## src/rtl/nms_pkg.sv

```systemverilog
// Shared types and window geometry for the NMS / double-threshold pipe.
// Exports: cls_e, ang_e, window index constants.
package nms_pkg;

  typedef enum logic [1:0] {
    CLS_NONE   = 2'b00,
    CLS_WEAK   = 2'b01,
    CLS_STRONG = 2'b10
  } cls_e;

  typedef enum logic [1:0] {
    ANG_VERT   = 2'b00,
    ANG_DIAG_R = 2'b01,
    ANG_HORZ   = 2'b10,
    ANG_DIAG_L = 2'b11
  } ang_e;

  // 3x3 layout: 0 1 2 / 3 4 5 / 6 7 8
  localparam int unsigned W_C      = 4;
  localparam int unsigned W_VERT_A = 1;
  localparam int unsigned W_VERT_B = 7;
  localparam int unsigned W_DR_A   = 2;
  localparam int unsigned W_DR_B   = 6;
  localparam int unsigned W_HORZ_A = 3;
  localparam int unsigned W_HORZ_B = 5;
  localparam int unsigned W_DL_A   = 0;
  localparam int unsigned W_DL_B   = 8;

endpackage

```

## src/rtl/nms_frame_stats.sv

```systemverilog
// Per-frame strong/weak counters: saturate, clear on sof, publish on eof.
// Ports: i_hs/i_class/i_sof/i_eof in; o_strong_cnt, o_weak_cnt, o_cnt_valid out.
module nms_frame_stats
  import nms_pkg::*;
#(
  parameter int unsigned CNTW = 20
) (
  input  logic            i_clk,
  input  logic            i_rst_n,
  input  logic            i_hs,
  input  cls_e            i_class,
  input  logic            i_sof,
  input  logic            i_eof,
  output logic [CNTW-1:0] o_strong_cnt,
  output logic [CNTW-1:0] o_weak_cnt,
  output logic            o_cnt_valid
);

  localparam logic [CNTW-1:0] CMAX = '1;

  logic [CNTW-1:0] strong_q, strong_d;
  logic [CNTW-1:0] weak_q, weak_d;
  logic [CNTW-1:0] out_s_q, out_s_d;
  logic [CNTW-1:0] out_w_q, out_w_d;
  logic            pulse_q, pulse_d;
  logic [CNTW-1:0] base_s, base_w;
  logic            inc_s, inc_w;

  always_comb begin
    // sof restarts the frame before this beat counts
    base_s   = i_sof ? '0 : strong_q;
    base_w   = i_sof ? '0 : weak_q;
    inc_s    = (i_class == CLS_STRONG)
               && (base_s != CMAX);
    inc_w    = (i_class == CLS_WEAK)
               && (base_w != CMAX);
    strong_d = strong_q;
    weak_d   = weak_q;
    out_s_d  = out_s_q;
    out_w_d  = out_w_q;
    pulse_d  = 1'b0;
    if (i_hs) begin
      strong_d = base_s
               + {{(CNTW-1){1'b0}}, inc_s};
      weak_d   = base_w
               + {{(CNTW-1){1'b0}}, inc_w};
      if (i_eof) begin
        out_s_d = strong_d;
        out_w_d = weak_d;
        pulse_d = 1'b1;
      end
    end
  end

  always_ff @(posedge i_clk or negedge i_rst_n) begin
    if (!i_rst_n) begin
      strong_q <= '0;
      weak_q   <= '0;
      out_s_q  <= '0;
      out_w_q  <= '0;
      pulse_q  <= 1'b0;
    end else begin
      strong_q <= strong_d;
      weak_q   <= weak_d;
      out_s_q  <= out_s_d;
      out_w_q  <= out_w_d;
      pulse_q  <= pulse_d;
    end
  end

  assign o_strong_cnt = out_s_q;
  assign o_weak_cnt   = out_w_q;
  assign o_cnt_valid  = pulse_q;

endmodule

```

## src/rtl/nms_thresh_pipe.sv

```systemverilog
// Streaming NMS + double threshold: S1 suppression, S2 classification.
// Ports: valid/ready window input, valid/ready pixel/class output, frame stats.
module nms_thresh_pipe
  import nms_pkg::*;
#(
  parameter int unsigned DW   = 8,
  parameter int unsigned CNTW = 20
) (
  input  logic              i_clk,
  input  logic              i_rst_n,
  input  logic              i_valid,
  output logic              o_ready,
  input  logic [9*DW-1:0]   i_grad,
  input  logic [1:0]        i_angle,
  input  logic              i_sof,
  input  logic              i_eof,
  input  logic [DW-1:0]     i_thr_hi,
  input  logic [DW-1:0]     i_thr_lo,
  input  logic              i_tie_mode,
  output logic              o_valid,
  input  logic              i_ready,
  output logic [DW-1:0]     o_pixel,
  output logic [1:0]        o_class,
  output logic              o_eof,
  output logic [CNTW-1:0]   o_strong_cnt,
  output logic [CNTW-1:0]   o_weak_cnt,
  output logic              o_cnt_valid
);

  logic [DW-1:0] win [9];

  for (genvar k = 0; k < 9; k++) begin : g_win
    assign win[k] = i_grad[9*DW-1-k*DW -: DW];
  end

  logic adv, acc;
  logic s2_valid_q, s2_valid_d;

  // one global stall: everything moves only when the output frees
  assign adv     = !s2_valid_q || i_ready;
  assign o_ready = adv;
  assign acc     = i_valid && adv;

  ang_e          ang;
  logic [DW-1:0] ctr, nb_a, nb_b;
  logic          supp;
  logic [DW-1:0] kept;

  assign ang = ang_e'(i_angle);
  assign ctr = win[W_C];

  always_comb begin
    nb_a = win[W_VERT_A];
    nb_b = win[W_VERT_B];
    unique case (1'b1)
      (ang == ANG_VERT): begin
        nb_a = win[W_VERT_A];
        nb_b = win[W_VERT_B];
      end
      (ang == ANG_DIAG_R): begin
        nb_a = win[W_DR_A];
        nb_b = win[W_DR_B];
      end
      (ang == ANG_HORZ): begin
        nb_a = win[W_HORZ_A];
        nb_b = win[W_HORZ_B];
      end
      (ang == ANG_DIAG_L): begin
        nb_a = win[W_DL_A];
        nb_b = win[W_DL_B];
      end
    endcase
  end

  always_comb begin
    if (i_tie_mode)
      supp = (nb_a >= ctr) || (nb_b >= ctr);
    else
      supp = (nb_a > ctr) || (nb_b > ctr);
    kept = supp ? '0 : ctr;
  end

  // S1
  logic          s1_valid_q, s1_valid_d;
  logic [DW-1:0] s1_pix_q, s1_pix_d;
  logic          s1_sof_q, s1_sof_d;
  logic          s1_eof_q, s1_eof_d;
  logic [DW-1:0] thr_hi_q, thr_hi_d;
  logic [DW-1:0] thr_lo_q, thr_lo_d;

  always_comb begin
    s1_valid_d = s1_valid_q;
    s1_pix_d   = s1_pix_q;
    s1_sof_d   = s1_sof_q;
    s1_eof_d   = s1_eof_q;
    if (adv) begin
      s1_valid_d = i_valid;
      s1_pix_d   = kept;
      s1_sof_d   = i_sof;
      s1_eof_d   = i_eof;
    end
  end

  // thresholds become visible together with the sof beat in S1
  always_comb begin
    thr_hi_d = thr_hi_q;
    thr_lo_d = thr_lo_q;
    if (acc && i_sof) begin
      thr_hi_d = i_thr_hi;
      thr_lo_d = i_thr_lo;
    end
  end

  // S2
  logic [DW-1:0] lo_eff;
  cls_e          cls_new;

  always_comb begin
    lo_eff = (thr_lo_q > thr_hi_q) ? thr_hi_q
                                   : thr_lo_q;
    if (s1_pix_q == '0)
      cls_new = CLS_NONE;
    else if (s1_pix_q >= thr_hi_q)
      cls_new = CLS_STRONG;
    else if (s1_pix_q >= lo_eff)
      cls_new = CLS_WEAK;
    else
      cls_new = CLS_NONE;
  end

  logic [DW-1:0] s2_pix_q, s2_pix_d;
  cls_e          s2_cls_q, s2_cls_d;
  logic          s2_sof_q, s2_sof_d;
  logic          s2_eof_q, s2_eof_d;

  always_comb begin
    s2_valid_d = s2_valid_q;
    s2_pix_d   = s2_pix_q;
    s2_cls_d   = s2_cls_q;
    s2_sof_d   = s2_sof_q;
    s2_eof_d   = s2_eof_q;
    if (adv) begin
      s2_valid_d = s1_valid_q;
      s2_pix_d   = s1_pix_q;
      s2_cls_d   = cls_new;
      s2_sof_d   = s1_sof_q;
      s2_eof_d   = s1_eof_q;
    end
  end

  always_ff @(posedge i_clk or negedge i_rst_n) begin
    if (!i_rst_n) begin
      s1_valid_q <= 1'b0;
      s1_pix_q   <= '0;
      s1_sof_q   <= 1'b0;
      s1_eof_q   <= 1'b0;
      thr_hi_q   <= '0;
      thr_lo_q   <= '0;
      s2_valid_q <= 1'b0;
      s2_pix_q   <= '0;
      s2_cls_q   <= CLS_NONE;
      s2_sof_q   <= 1'b0;
      s2_eof_q   <= 1'b0;
    end else begin
      s1_valid_q <= s1_valid_d;
      s1_pix_q   <= s1_pix_d;
      s1_sof_q   <= s1_sof_d;
      s1_eof_q   <= s1_eof_d;
      thr_hi_q   <= thr_hi_d;
      thr_lo_q   <= thr_lo_d;
      s2_valid_q <= s2_valid_d;
      s2_pix_q   <= s2_pix_d;
      s2_cls_q   <= s2_cls_d;
      s2_sof_q   <= s2_sof_d;
      s2_eof_q   <= s2_eof_d;
    end
  end

  assign o_valid = s2_valid_q;
  assign o_pixel = s2_pix_q;
  assign o_class = s2_cls_q;
  assign o_eof   = s2_eof_q;

  nms_frame_stats #(
    .CNTW(CNTW)
  ) u_stats (
    .i_clk        (i_clk),
    .i_rst_n      (i_rst_n),
    .i_hs         (s2_valid_q && i_ready),
    .i_class      (s2_cls_q),
    .i_sof        (s2_sof_q),
    .i_eof        (s2_eof_q),
    .o_strong_cnt (o_strong_cnt),
    .o_weak_cnt   (o_weak_cnt),
    .o_cnt_valid  (o_cnt_valid)
  );

endmodule

```

## config.mk

```make
export PLATFORM = sky130hd
export DESIGN_NAME = nms_thresh_pipe
export DESIGN_NICKNAME = d
export VERILOG_FILES = /design/src/rtl/nms_pkg.sv /design/src/rtl/nms_frame_stats.sv /design/src/rtl/nms_thresh_pipe.sv
export SDC_FILE = /design/constraint.sdc
export NUM_CORES = 1
export LEC_CHECK = 0
export ABC_AREA = 1
export BUFFER_PORTS_ARGS = -buffer_cell sky130_fd_sc_hd__buf_2
export CAP_MARGIN = 20
export CORE_UTILIZATION = 56
export CTS_CLUSTER_DIAMETER = 120
export CTS_CLUSTER_SIZE = 24
export DETAILED_ROUTE_END_ITERATION = 8
export PLACE_DENSITY = 0.81
export SYNTH_ARGS = -nofsm -noshare
export SYNTH_HDL_FRONTEND = slang
export SYNTH_SLANG_ARGS = --single-unit
```

## constraint.sdc

```tcl
create_clock -name i_clk -period 3.2 [get_ports i_clk]
set_clock_uncertainty 0.2 [all_clocks]
set_input_delay 0.16 -clock i_clk [delete_from_list [all_inputs] [get_ports i_clk]]
set_output_delay 0.16 -clock i_clk [all_outputs]
set_load 0.05 [all_outputs]
```

## After elaboration in Yosys (flattened, before gate mapping)

Index checks and enable logic that the tools add are counted.

- Register bits after elaboration: 121
- Bits in latches: 0
- RAM bits: 0
- ROM bits: 0
- Input bits: 97
- Output and inout bits: 54
- Logic and storage cells: 56
- Memories kept: 0

- Add/subtract/negate cells: 2
- $mul: 0
- Div/mod/pow operators: 0
- Order comparisons: 7
- Equal/unequal tests: 7
- Shift operators: 0
- Muxes and demuxes: 12
- Bitwise operators: 0
- Reductions and logical operators: 12

Operator list:

| operator | number |
|---|---|
| 8-bit one-hot mux with 4 select lines | 2 |
| 20-bit by 1-bit adder with 20-bit output | 2 |
| 20-bit two-way mux | 2 |
| 20-bit != test, second input constant | 2 |
| 8-bit >= comparator | 4 |
| 8-bit greater-than comparator | 3 |
| 8-bit two-way mux | 2 |
| 8-bit zero test | 1 |
| 2-bit == test, second input constant | 3 |
| 1-bit logical AND | 5 |
| 2-bit by 1-bit == test with 1-bit output, second input constant | 2 |
| 1-bit two-way mux | 4 |
| 2-bit two-way mux | 2 |
| 1-bit logical OR | 3 |
| 2-bit zero test | 1 |
| 2-bit AND reduction | 1 |
| 1-bit zero test | 1 |

## Depth between registers and ports, before layout

- Depth in word-level cells: 6
- Depth in mapped cells: 20
- Mapped depth without buffers: 19

## Cells and area by module

A second synthesis with hierarchy kept.

- Cells, all modules: 1040
- Area, all modules: 7548.5 um2

By module, submodules not included:

| module | times used | cells an instance | area each (um2) | sequential area each (um2) |
|---|---|---|---|---|
| nms_frame_stats | 1 | 607 | 4408.0 | 2026.9 |
| nms_thresh_pipe | 1 | 433 | 3140.5 | 1001.0 |

## Worst setup path after synthesis

OpenSTA, ideal clock, no wires.

- Path kind: register to register
- Start point: reg thr_hi_q[1]
- End point: reg s2_cls_q[0], in the netlist o_class[0]
- Setup time: 0.118 ns
- Arrival time: 2.367 ns
- Data required time: 2.882 ns
- Path slack: 0.515 ns
- Cell stages (with the launch flop): 19
- Path buffers: 1
- Period minus slack after synthesis: 2.685 ns
- Path through: dfrtp_1 -> inv_1 -> ha_1 -> inv_1 -> nor2_1 -> o21ai_0 -> nand2_1 -> nand2_1 -> o211ai_1 -> nand2_1 -> clkbuf_1 -> o21ai_0 -> ha_1 -> a21oi_1 -> nor2_1 -> a211oi_1 -> nand3_1 -> nand3b_1 -> nand2_1

- Cells in the longest elaborated chain, start to end: 6
- Elaborated cells between the ends (all ways): 7
- Classes of those cells: order compare: 3; mux: 4

Ends and longest elaborated chain:

| element | RTL line | RTL |
|---|---|---|
| start, declared | nms_thresh_pipe.sv:88 | `logic [DW-1:0] thr_hi_q, thr_hi_d;` |
| start signal, assigned | nms_thresh_pipe.sv:169 | `thr_hi_q <= thr_hi_d;` |
| 8-bit greater-than comparator | nms_thresh_pipe.sv:119 | `lo_eff = (thr_lo_q > thr_hi_q) ? thr_hi_q` |
| 8-bit two-way mux | nms_thresh_pipe.sv:119 |  |
| 8-bit >= comparator | nms_thresh_pipe.sv:125 | `else if (s1_pix_q >= lo_eff)` |
| 1-bit two-way mux | nms_thresh_pipe.sv:125 |  |
| 2-bit two-way mux * | nms_thresh_pipe.sv:123 | `else if (s1_pix_q >= thr_hi_q)` |
| 2-bit two-way mux * | nms_thresh_pipe.sv:121 | `if (s1_pix_q == '0)` |
| end signal, assigned | nms_thresh_pipe.sv:173 | `s2_cls_q <= s2_cls_d;` |
| end, declared | nms_thresh_pipe.sv:132 | `cls_e s2_cls_q, s2_cls_d;` |

Mark *: on every way between the ends. The rest lies on a longest branch, timed or not.
A chain may end at the register's enable or synchronous reset.

## Worst setup path in the final report

- Start point: reg s2_sof_q
- End point: reg u_stats.out_w_q[10], in the netlist u_stats.o_weak_cnt[10]

- Cells in the longest elaborated chain, start to end: 4

Ends and longest elaborated chain:

| element | RTL line | RTL |
|---|---|---|
| start, declared | nms_thresh_pipe.sv:133 | `logic s2_sof_q, s2_sof_d;` |
| start signal, assigned | nms_thresh_pipe.sv:174 | `s2_sof_q <= s2_sof_d;` |
| 20-bit two-way mux * | nms_frame_stats.sv:32 | `base_w = i_sof ? '0 : weak_q;` |
| 20-bit != test | nms_frame_stats.sv:36 | `&& (base_w != CMAX);` |
| 1-bit logical AND | nms_frame_stats.sv:36 |  |
| 20-bit by 1-bit adder with 20-bit output * | nms_frame_stats.sv:46 | `+ {{(CNTW-1){1'b0}}, inc_w};` |
| end signal, assigned | nms_frame_stats.sv:66 | `out_w_q <= out_w_d;` |
| end, declared | nms_frame_stats.sv:24 | `logic [CNTW-1:0] out_w_q, out_w_d;` |

Marked as above.

==> flow_results.org <==
** Run status
- The run finished with clean final reports.

** Logic synthesis
- Syn Nets :: 1126
- The synthesized netlist occupies a cell area of 0.007366 sq mm.
- For this run, the register share of the synthesized area comes to 41.11%.
- Counting flops with a built-in enable in the synthesized netlist gives 0.
- Predominant post-synthesis flop cell :: sky130_fd_sc_hd__dfrtp_1
- Leading cell type by number of instances after synthesis :: sky130_fd_sc_hd__nand2_1
- The synthesized design devotes to its leading area cell type 41.11% of total area.
- sky130_fd_sc_hd__dfrtp_1 takes more of the synthesized area than any other cell.
- For this run, asynchronously set or reset flops after synthesis account for 100.0%.
- Sorting the synthesized cells by how often they occur yields 353 x sky130_fd_sc_hd__nand2_1, 121 x sky130_fd_sc_hd__dfrtp_1, 100 x sky130_fd_sc_hd__inv_1, 87 x sky130_fd_sc_hd__nor2_1, 65 x sky130_fd_sc_hd__o21ai_0.
- Syn avg cell area :: 7.478 sq um
- The synthesized design contains 121 register bits.
- After technology mapping, the gate count stands at 985.
- Number of library cell types mapped by synthesis :: 41
- After synthesis, the cell types taking the most area are sky130_fd_sc_hd__dfrtp_1 41%, sky130_fd_sc_hd__nand2_1 18%, sky130_fd_sc_hd__ha_1 7.5%, sky130_fd_sc_hd__inv_1 5.1%, sky130_fd_sc_hd__nor2_1 4.4%.
- During synthesis, Yosys emitted a total of 0 warnings.

** Global routing
- The initial antenna violation count came to 0.
- The first global-routing pass estimated 31790 microns of wire.
- Pin count of the biggest net entering global routing :: 56
- After global routing the overflow that remains totals 0.
- Global routing usage summed across all routing layers :: 30.26%
- The via count of the first global-routing pass is 7049.

** Floorplanning
- Area of the core :: 0.01272 sq mm
- Chip width :: 116.7 microns
- Core Rows :: 41
- DIE AREA :: 0.01362 sq mm
- Starting Density :: 57.90%
- Count of pins on the block boundary :: 151
- Measured along the y axis, the die boundary spans 116.7 microns.

** Power
- Switching fraction of total power :: 33.97%
- The internal portion of the total power is 3.330 mW.
- Of the total power, the clock network draws 37.8%.
- Power spread over the standard cell area amounts to 550.6 mW/mm^2.
- The analysis attributes to net switching a power of 1.713 mW.
- Leakage power summed over all cells :: 4.862 nW
- Worst supply voltage drop on vdd :: 0.4834 mV
- Of the total power, combinational logic draws 26.3%.
- Of the total power, registers draw 35.8%.

** Routing
- DR vias :: 7003
- Average detailed-routed wire length per instance :: 14.05 microns
- Final ANT Viol Nets :: 0
- The detailed router finished its first iteration with 421 violations.
- In the routed layout, each cell is associated on average with a via count of 5.211.
- Total wirelength of the detailed-routed design :: 18880 microns
- Number of optimization iterations in the first detailed-route pass :: 5
- DRC errors left :: 0

** Worst setup path
- At the worst endpoint, the required time is 3.28 ns.
- The critical path contains buffers and inverters numbering 2 combined.
- The worst register-to-register path begins at s2_sof_q$_DFFE_PN0N_.
- Among all stages on the critical path, the largest delay is contributed by sky130_fd_sc_hd__dfrtp_2.
- Critical Path, Cell by Cell :: buf_12, nor2_4, nand2_1, nor2_1, nand2_2, nor3_1, a211oi_1, ha_1, ha_1, inv_1, nor2_1, nand3_2, nor2_1, xor2_1, o21ai_0
- Crit Path Max Fanout :: 22
- Worst Path Arrival :: 2.99 ns
- STA classifies the critical path endpoint as a register.
- In this design, the stage delay of the slowest critical-path cell is 0.44 ns.
- FF-to-FF End :: u_stats.o_weak_cnt[10]$_DFFE_PN0P_
- Critical path's top delay family :: simple AND/OR/NAND/NOR gates
- By instance count, the cell type seen most on the critical path is sky130_fd_sc_hd__nor2_1.
- By startpoint and endpoint, the worst setup path is classified as register to register.
- Across all register-to-register paths, the minimum setup slack is 0.29 ns.
- Crit start category :: register
- Counting cells, the worst reg-to-reg path comes to 15.

** Timing
- Setup violations remaining at the end of the flow were counted as 0.
- For this run, the top clock speed supported by timing is 343.6 MHz.
- Final-layout setup total negative slack :: 0 ns
- Final cycle utilization of the critical path :: 90.95%
- Setup repair after global routing missed its margin :: no
- Min Tclk post-route :: 2.910 ns
- The final count of pins violating max slew came to 0.
- Across all setup checks in the final design, the least slack found is 0.2896 ns.
- Transition time of the tightest slew-check pin :: 0.7107 ns
- Total count of hold-check failures in the final report :: 0
- Measured against its own limit, the worst slew margin works out to 52.62%.

** Clock network
- The clock tree synthesis step divided the H-tree into 4 levels.
- The root buffer cell chosen for the clock tree is sky130_fd_sc_hd__clkbuf_16.
- Number of buffers added by the clock tree synthesis step :: 17
- The longest clock path from root to sink contains 2 buffers.
- Clk sink count :: 121
- CTS clk-pin slew, worst paths :: 0.05 ns
- Post-CTS Setup Inserts :: 0
- Insertion delay of the later-clocked pin in the worst-skew pair :: 0.42 ns
- TritonCTS built the clock tree.

** Worst hold path
- Worst Hold End :: o_valid$_DFFE_PN0N_
- Worst hold stages :: 4
- The path class of the tightest hold or removal check is input port to register.
- In this run the most critical hold path is launched from i_ready.

** Final layout
- Final Util :: 71.99%
- From synthesis to final layout, the design area changed by 24.34%.
- In the final layout, the share of cells above drive strength 1 is 20.14%.
- Final net count :: 1301
- Diode count :: 0
- Final non-filler cell area :: 0.009159 sq mm

** Placement
- Buffers on Ports :: 150
- The wire-length estimate of the detail-placed layout is 12970 microns.
- Last weighted congestion value of the routability-driven placer :: 0.8906
- Total placed instance area :: 0.008284 sq mm
- Prior to clock tree synthesis, the placed netlist has a worst setup slack of 0.2515 ns.

** Run
- MaxCap Viol Count :: 0
## power by group through the flow
stage / logic, mW / clock network, mW / registers (mW)
detailed placement: 1.29 / 0 / 1.83
global route: 1.48 / 2.00 / 1.82
floorplan: 0.657 / 0 / 2.08
CTS: 1.32 / 1.93 / 1.81
global placement: 1.25 / 0 / 1.82
finish: 1.33 / 1.91 / 1.81
## kinds of logic after synthesis
family          after synthesis  synth area share [%]
compound gates              125                 9.479
mux                           1                0.1529
fa+ha+maj                    44                 7.474
flops                       121                 41.11
xor+xnor                     27                 3.211
simple gates                531                 31.09
buf+inv                     136                 7.491
## through the flow
step | std cells | hold WS (ns) | total power [mW]
4_1_cts | 1344 | 0.01334 | 5.057
6_report | 1344 | 0.04573 | 5.043
3_3_place_gp | 1285 | 0.04965 | 3.073
3_5_place_dp | 1285 | 0.05237 | 3.111
5_1_grt | 1344 | 0.08009 | 5.304
2_1_floorplan | 985 | -0.3356 | 2.740
## how the worst max path moves through the flow
stage               cells after the start  slack, ns                            endpoint                    start
floorplan                              18       0.51              o_class[0]$_DFFE_PN0N_  thr_hi_q[1]$_DFFE_PN0P_
global route                           15       0.05  u_stats.o_weak_cnt[10]$_DFFE_PN0P_     s2_sof_q$_DFFE_PN0N_
finish                                 15       0.29  u_stats.o_weak_cnt[10]$_DFFE_PN0P_     s2_sof_q$_DFFE_PN0N_
detailed placement                     17       0.25              o_class[0]$_DFFE_PN0N_  thr_hi_q[3]$_DFFE_PN0P_
global placement                       17       0.34              o_class[0]$_DFFE_PN0N_  thr_hi_q[3]$_DFFE_PN0P_
CTS                                    17       0.22              o_class[0]$_DFFE_PN0N_  thr_hi_q[1]$_DFFE_PN0P_
## registers in the layout (all words and copies together) (netlist names)
signal	flops
u_stats.o_strong_cnt	20
s1_valid_q	1
o_valid	1
s2_sof_q	1
o_eof	1
u_stats.weak_q	20
u_stats.o_cnt_valid	1
thr_hi_q	8
s1_pix_q	8
s1_sof_q	1
u_stats.strong_q	20
s1_eof_q	1
o_pixel	8
u_stats.o_weak_cnt	20
o_class	2
thr_lo_q	8
## per-layer routing
metal | vias to the layer above | GRT usage, % | wire (microns) | part of all wire, %
li1 | 3493 | - | - | -
met1 | 3270 | 34.34 | 7698 | 41
met2 | 204 | 55.74 | 9912 | 53
met3 | 36 | 6.331 | 923 | 4.9
met4 | 0 | 11.31 | 346 | 1.8
met5 | - | 0 | 0 | 0
## area by class of cell
class                           instances  area [sq um]
Clock buffer                           23         498.0
Fill cell                            1034          3563
Clock inverter                          8         92.59
Timing Repair Buffer                  189          1141
Tap cell                              172         215.2
Sequential cell                       121          3029
Multi-Input combinational cell        728          3791
Inverter                              103         391.6
## cells in the final DEF (no fill, tap or decap), drive strengths merged, types with 3 or more instances in the layout
cell type      n
nand2        359
buf          161
dfrtp        121
nor2         112
inv          102
o21ai         72
ha            44
nand3         34
a21oi         29
dlygate4sd3   28
clkbuf        23
xor2          18
nand4         11
a221oi        11
xnor2          9
nor3           7
a31oi          6
clkinv         6
nor4           3
nand3b         3
## worst min-delay path, cell delays in order
cell	delay, ns
sky130_fd_sc_hd__buf_2	0.10
sky130_fd_sc_hd__nor2_2	0.05
sky130_fd_sc_hd__inv_2	0.24
sky130_fd_sc_hd__nand2_1	0.08
## timing repair
item / in CTS / in global routing
hold buffers: 28 / 0
setup endpoints to repair: 0 / 5
resized for setup: 0 / 2
endpoints found under the hold margin: 80 / 0
Power figures use the tool's default switching activity.
